**src/rtl/pwm_fade.sv**
```systemverilog
// pwm_fade: trapezoidal "breathing" duty ramp feeding a downstream pwm block.
// Ports: clk/rst (async active-low), i_enable, i_max_duty (plateau), i_step (0 acts as 1)
//        -> o_duty_cycle (to pwm), o_tick (period-boundary pulse), o_phase (IDLE..HOLD_LOW).
// Latency: duty/phase/tick update on the period-wrap edge; disable forces IDLE on the next edge.
module pwm_fade #(
  parameter int CLK_FREQ     = 100000000,
  parameter int PWM_FREQ     = 20000,
  parameter int WL           = $clog2(CLK_FREQ / PWM_FREQ),
  parameter int STEP_PERIODS = 4,
  parameter int HOLD_PERIODS = 50
) (
  input  logic          clk,
  input  logic          rst,
  input  logic          i_enable,
  input  logic [WL-1:0] i_max_duty,
  input  logic [WL-1:0] i_step,
  output logic [WL-1:0] o_duty_cycle,
  output logic          o_tick,
  output logic [2:0]    o_phase
);

  localparam int PWM_MAX_CNT = CLK_FREQ / PWM_FREQ;
  localparam int CW          = $clog2(PWM_MAX_CNT + 1);
  localparam int EVT_MAX     = (STEP_PERIODS > HOLD_PERIODS) ? STEP_PERIODS : HOLD_PERIODS;
  localparam int EW          = $clog2(EVT_MAX + 1);

  localparam logic [CW-1:0] CNT_LAST  = CW'(PWM_MAX_CNT);
  localparam logic [EW-1:0] STEP_LAST = EW'(STEP_PERIODS);
  localparam logic [EW-1:0] HOLD_LAST = EW'(HOLD_PERIODS);

  typedef enum logic [2:0] {
    IDLE      = 3'd0,
    RAMP_UP   = 3'd1,
    HOLD_HIGH = 3'd2,
    RAMP_DOWN = 3'd3,
    HOLD_LOW  = 3'd4
  } phase_e;

  logic [CW-1:0] cnt_q;
  logic          tick_q;
  phase_e        state_q, state_d;
  logic [WL-1:0] duty_q, duty_d;
  logic [EW-1:0] evt_q, evt_d;

  logic          wrap;
  logic [EW-1:0] evt_inc;
  logic          step_due;
  logic          hold_due;
  logic [WL-1:0] step_eff;
  logic [WL:0]   up_sum;
  logic          up_reached;
  logic [WL-1:0] up_val;
  logic [WL-1:0] dn_val;

  // Period counter matches the pwm period; the wrap edge is the only edge
  // on which the ramp advances, so duty changes land on pwm period starts.
  assign wrap = (cnt_q == CNT_LAST);

  always_ff @(posedge clk or negedge rst) begin
    if (!rst) begin
      cnt_q  <= '0;
      tick_q <= 1'b0;
    end else begin
      cnt_q  <= wrap ? '0 : cnt_q + CW'(1);
      tick_q <= wrap;
    end
  end

  // Ramp arithmetic. The up-sum is one bit wider so a large step saturates
  // at the plateau instead of wrapping back to a small duty.
  assign evt_inc    = evt_q + EW'(1);
  assign step_due   = (evt_inc == STEP_LAST);
  assign hold_due   = (evt_inc == HOLD_LAST);
  assign step_eff   = (i_step == '0) ? WL'(1) : i_step;
  assign up_sum     = {1'b0, duty_q} + {1'b0, step_eff};
  assign up_reached = (up_sum >= {1'b0, i_max_duty});
  assign up_val     = up_reached ? i_max_duty : up_sum[WL-1:0];
  assign dn_val     = (duty_q > step_eff) ? (duty_q - step_eff) : '0;

  // State register
  always_ff @(posedge clk or negedge rst) begin
    if (!rst) begin
      state_q <= IDLE;
      duty_q  <= '0;
      evt_q   <= '0;
    end else begin
      state_q <= state_d;
      duty_q  <= duty_d;
      evt_q   <= evt_d;
    end
  end

  // Next-state logic. The event counter counts wraps within a state and is
  // also restarted after each ramp step so it paces every STEP_PERIODS-th wrap.
  always_comb begin
    state_d = state_q;
    duty_d  = duty_q;
    evt_d   = evt_q;
    if (!i_enable) begin
      // Disable is immediate, not wrap-aligned.
      state_d = IDLE;
      duty_d  = '0;
      evt_d   = '0;
    end else if (wrap) begin
      case (state_q)
        IDLE: begin
          state_d = RAMP_UP;
          duty_d  = '0;
          evt_d   = '0;
        end
        RAMP_UP: begin
          if (step_due) begin
            evt_d  = '0;
            duty_d = up_val;
            if (up_reached) state_d = HOLD_HIGH;
          end else begin
            evt_d = evt_inc;
          end
        end
        HOLD_HIGH: begin
          if (hold_due) begin
            state_d = RAMP_DOWN;
            evt_d   = '0;
          end else begin
            evt_d = evt_inc;
          end
        end
        RAMP_DOWN: begin
          if (step_due) begin
            evt_d  = '0;
            duty_d = dn_val;
            if (dn_val == '0) state_d = HOLD_LOW;
          end else begin
            evt_d = evt_inc;
          end
        end
        HOLD_LOW: begin
          duty_d = '0;
          if (hold_due) begin
            state_d = RAMP_UP;
            evt_d   = '0;
          end else begin
            evt_d = evt_inc;
          end
        end
        default: begin
          state_d = IDLE;
          duty_d  = '0;
          evt_d   = '0;
        end
      endcase
    end
  end

  // Outputs are straight from registers: glitch-free toward pwm.
  always_comb begin
    o_phase      = state_q;
    o_duty_cycle = duty_q;
    o_tick       = tick_q;
  end

endmodule

```
**config.mk**
```make
export PLATFORM = sky130hd
export DESIGN_NAME = pwm_fade
export DESIGN_NICKNAME = d
export VERILOG_FILES = /design/src/rtl/pwm_fade.sv
export SDC_FILE = /design/constraint.sdc
export NUM_CORES = 1
export LEC_CHECK = 0
export BUFFER_PORTS_ARGS = -buffer_cell sky130_fd_sc_hd__buf_2
export CAP_MARGIN = 20
export CORE_MARGIN = 5
export CORE_UTILIZATION = 54
export DETAILED_ROUTE_END_ITERATION = 10
export GPL_ROUTABILITY_DRIVEN = 0
export PLACE_DENSITY = 0.78
export RECOVER_POWER = 25
export SETUP_SLACK_MARGIN = 0.4
export SLEW_MARGIN = 20
export SYNTH_ARGS = -nofsm -noshare
export SYNTH_HDL_FRONTEND = slang
export SYNTH_SLANG_ARGS = --single-unit
export TNS_END_PERCENT = 50
```
**constraint.sdc**
```tcl
create_clock -name clk -period 4.25 [get_ports clk]
set_input_delay 0.2125 -clock clk [delete_from_list [all_inputs] [get_ports clk]]
set_output_delay 0.2125 -clock clk [all_outputs]
set_load 0.01 [all_outputs]
```
==> impl_metrics.yaml <==
status:
  outcome: "finished, violations left"
  violations_in_the_final_reports: "capacitance limit, slew limit, setup timing"
global_routing:
  grt_antenna_before_repair: 0
  grt_pass1_vias: 3917
  grt_overflow_total: 0
  maximum_number_of_pins_on_one_net_before_global_route_repair: 37
  grt_pass1_wl_um: 18600
  grt_use_total: 0.261
clocking:
  cts_sinks: 36
  clk_slew_on_worst_s_h_paths_ns: 0.09
  ctsRootBufferMaster: "clkbuf_8"
  clock_path_buffers: 2
  cts_htree_levels: 2
  clock_insertion_delay_worst_skew_ns: 0.30
  tritoncts: "done"
  cts_made_buffers: 5
cells_and_area:
  layout.cell_area.non_filler_um2: 4780
  num-fill-cells: 587
  ratio_of_cells_with_drive_above_1_in_the_final_layout: 0.271
  final_stage_net_count: 631
  areaGrowthSynthToFinish_pct: 21.9
  final_cell_mix: "buf_4 (51), inv_1 (46), buf_2 (44)"
  antenna_cells_inserted: 0
  mostFrequentLayoutCell: "buf_4"
critical_path:
  critPathArrivalTime_ns: 4.55
  crit_path_cell_trace: "ha_4, inv_2, fa_2, o21bai_4, a211oi_2, nor4_2, or4_1, a21oi_2, xor2_1, ha_1, a211o_1, a221o_1, a311oi_4, nand2_4, mux2_4, a221oi_2, nor2_1"
  worstSetupEndpointType: "register"
  critPathBufInv: 1
  cp_class: "register to register"
  critPathMaxFanout: 8
  largest_delay_share_family_worst_path: "compound AO/OA/AOI/OAI gates"
  slowest_stage: "or4_1"
  type_of_element_launching_the_critical_path: "register"
  critPathMaxStageDelay_ns: 0.49
  required_ns: 4.44
pwr:
  comb_power_share: 0.256
  vdd_drop_max_v: 0.000176
  switching_share: 0.313
  net_switching_power_uw: 281
  seqPwrFrac: 0.385
  power_share_of_the_clock_group: 0.359
  internal_power_uw: 616
  report.power.total_uw: 897
  leakagePower_nw: 2.30
  power.density_cell_area_nw_per_um2: 187
timing:
  timing.final.max_slew_violations: 37
  hold_violations: 0
  setup_viol_count_final: 11
  finalSetupTns_ns: -0.641
  finalWorstPathRequiredPeriod_ns: 4.36
  timing.fmax_mhz: 230
  whs_ns: 0.302
  layout_worst_path_cycle_share: 1.03
  slew-limit-headroom: -0.388
  rsz0062_at_grt: "true"
  tightest_slew_ns: 2.08
  finalClockSkew_ns: 0.0136
  post_route_worst_setup_slack_ns: -0.107
routing:
  finalWirelength_um: 11800
  wl_per_cell_um: 18.0
  routed_via_density: 6.21
  drt.antenna.violating_nets: 0
  detailedRoute.firstPassIterationCount: 5
  post-route-drc-count: 0
  dr_total_vias: 4075
  drt_iter0_drc: 286
die:
  chipHeight_um: 95.3
  floorplan.core_area_um2: 7180
  starting_density: 0.547
  dieArea_um2: 9070
  floorplan.io_pins: 46
  die_x_um: 95.3
  floorplan.rows: 31
worst_hold_path:
  hold_class: "input port to register"
yosys:
  postSynth.asyncResetShare: 1.00
  synthDistinctLibCells: 65
  instance_count_of_the_mapped_netlist: 483
  syn-mean-instance-area_um2: 8.13
  synth.yosys.seq_area_share: 0.230
  synthesis.area_um2: 3930
  syn-num-nets: 558
  synth_register_bits: 36
  number_of_enable_type_register_cells_in_the_synthesized_netlist: 0
  synth-warning-count: 0
  ys.flop_type: "dfrtp_1"
place:
  postPlaceCellArea_um2: 4500
  place_hpwl_um: 8540
  io_buffers: 45
  preCtsSetupSlack_ns: -0.450
run:
  maxCapViolations: 1
flip-flops by register name, indices dropped and copies added (netlist names):
name,cells
evt_q,6
cnt_q,13
o_duty_cycle,13
o_phase,3
o_tick,1
kinds of logic (layout without fill, tap and decap cells):
family | Yosys count | count (layout) | synth area share
AOI/OAI and AO/OA | 134 | 134 | 0.242
xor gates and xnor gates | 24 | 24 | 0.0536
adders and majority gates | 46 | 46 | 0.150
buffers and inverters | 79 | 152 | 0.0857
DFF | 36 | 36 | 0.230
muxes | 14 | 14 | 0.0386
and+or+nand+nor | 150 | 151 | 0.201
repair_timing:
item	4_1_cts	5_1_grt
gates cloned	1	0
hold buffers	0	0
resized for setup	11	13
setup endpoints to repair	16	16
pin swaps	11	14
setup buffers	2	5
layer usage:
metal | routed length, µm | global-route usage | vias up
met5 | 0 | 0 | -
met4 | 495 | 0.120 | 0
met3 | 901 | 0.0434 | 58
met2 | 5280 | 0.416 | 217
met1 | 5120 | 0.344 | 1930
li1 | - | - | 1870
stage by stage:
step	std cells	utilization
6_report	656	0.667
5_1_grt	656	0.667
4_1_cts	651	0.654
3_5_place_dp	640	0.628
3_3_place_gp	640	0.628
2_1_floorplan	483	-
final timing paths:
check / startpoint / end / slack, ns / depth (start not counted)
setup reg to reg: o_duty_cycle[0]$_DFFE_PN0P_ / o_duty_cycle[7]$_DFFE_PN0P_ / -0.11 / 17
setup / recovery: o_duty_cycle[0]$_DFFE_PN0P_ / o_duty_cycle[7]$_DFFE_PN0P_ / -0.11 / 17
hold reg to reg: cnt_q[4]$_DFF_PN0_ / cnt_q[4]$_DFF_PN0_ / 0.50 / 1
max in group asynchronous: rst / o_duty_cycle[0]$_DFFE_PN0P_ / 2.40 / 1
hold / removal: i_max_duty[11] / o_duty_cycle[11]$_DFFE_PN0P_ / 0.30 / 5
min in group asynchronous: rst / o_duty_cycle[5]$_DFFE_PN0P_ / 0.49 / 1
cell type report:
| type | count | area, µm² | share of cell area |
|---|---|---|---|
| inverter | 47 | 176 | 0.0369 |
| clock inverter | 2 | 35.0 | 0.00732 |
| multi-input combinational | 369 | 2860 | 0.597 |
| clock buffer | 6 | 72.6 | 0.0152 |
| tap | 99 | 124 | 0.0259 |
| sequential | 36 | 902 | 0.189 |
| timing repair buffer | 97 | 618 | 0.129 |
power by group through the flow:
stage               clock (mW)  combinational, mW  sequential, mW
floorplan                    0              0.126           0.352
global placement             0              0.196           0.352
detailed placement           0              0.203           0.352
CTS                      0.327              0.211           0.345
global route             0.339              0.246           0.346
finish                   0.322              0.229           0.345
synthesized netlist by cell type, types with 3 or more instances:
library cell	instances	share of area
xnor2_1	15	0.033
a31oi_1	5	0.0080
nor3b_1	4	0.0077
o211ai_1	5	0.0096
o31ai_1	3	0.0057
a211oi_1	10	0.019
nand2_1	22	0.021
a221oi_1	10	0.022
mux2i_1	5	0.013
nand2b_1	8	0.013
o21ai_0	26	0.033
a211o_1	4	0.0089
ha_1	44	0.14
nor3_1	12	0.015
a21boi_0	3	0.0057
xor2_1	9	0.020
nor2b_1	7	0.011
nor2_1	44	0.042
a21oi_1	29	0.037
buf_6	3	0.0086
a2111oi_0	3	0.0067
dfrtp_1	36	0.23
o21bai_1	5	0.0096
o21a_1	5	0.0096
a21o_1	6	0.011
nor4_1	9	0.014
inv_1	47	0.045
clkbuf_1	18	0.017
buf_2	8	0.010
and3_1	8	0.013
nand4_1	3	0.0048
a31o_2	3	0.0067
mux2_2	8	0.023
nand3_1	15	0.019
tightest hold or removal path: stages:
cell and delay [ns]:
buf_2 0.09, inv_1 0.06, nand2_1 0.05, nand4_1 0.08
o22ai_1 0.07
Power figures use the tool's default switching activity.
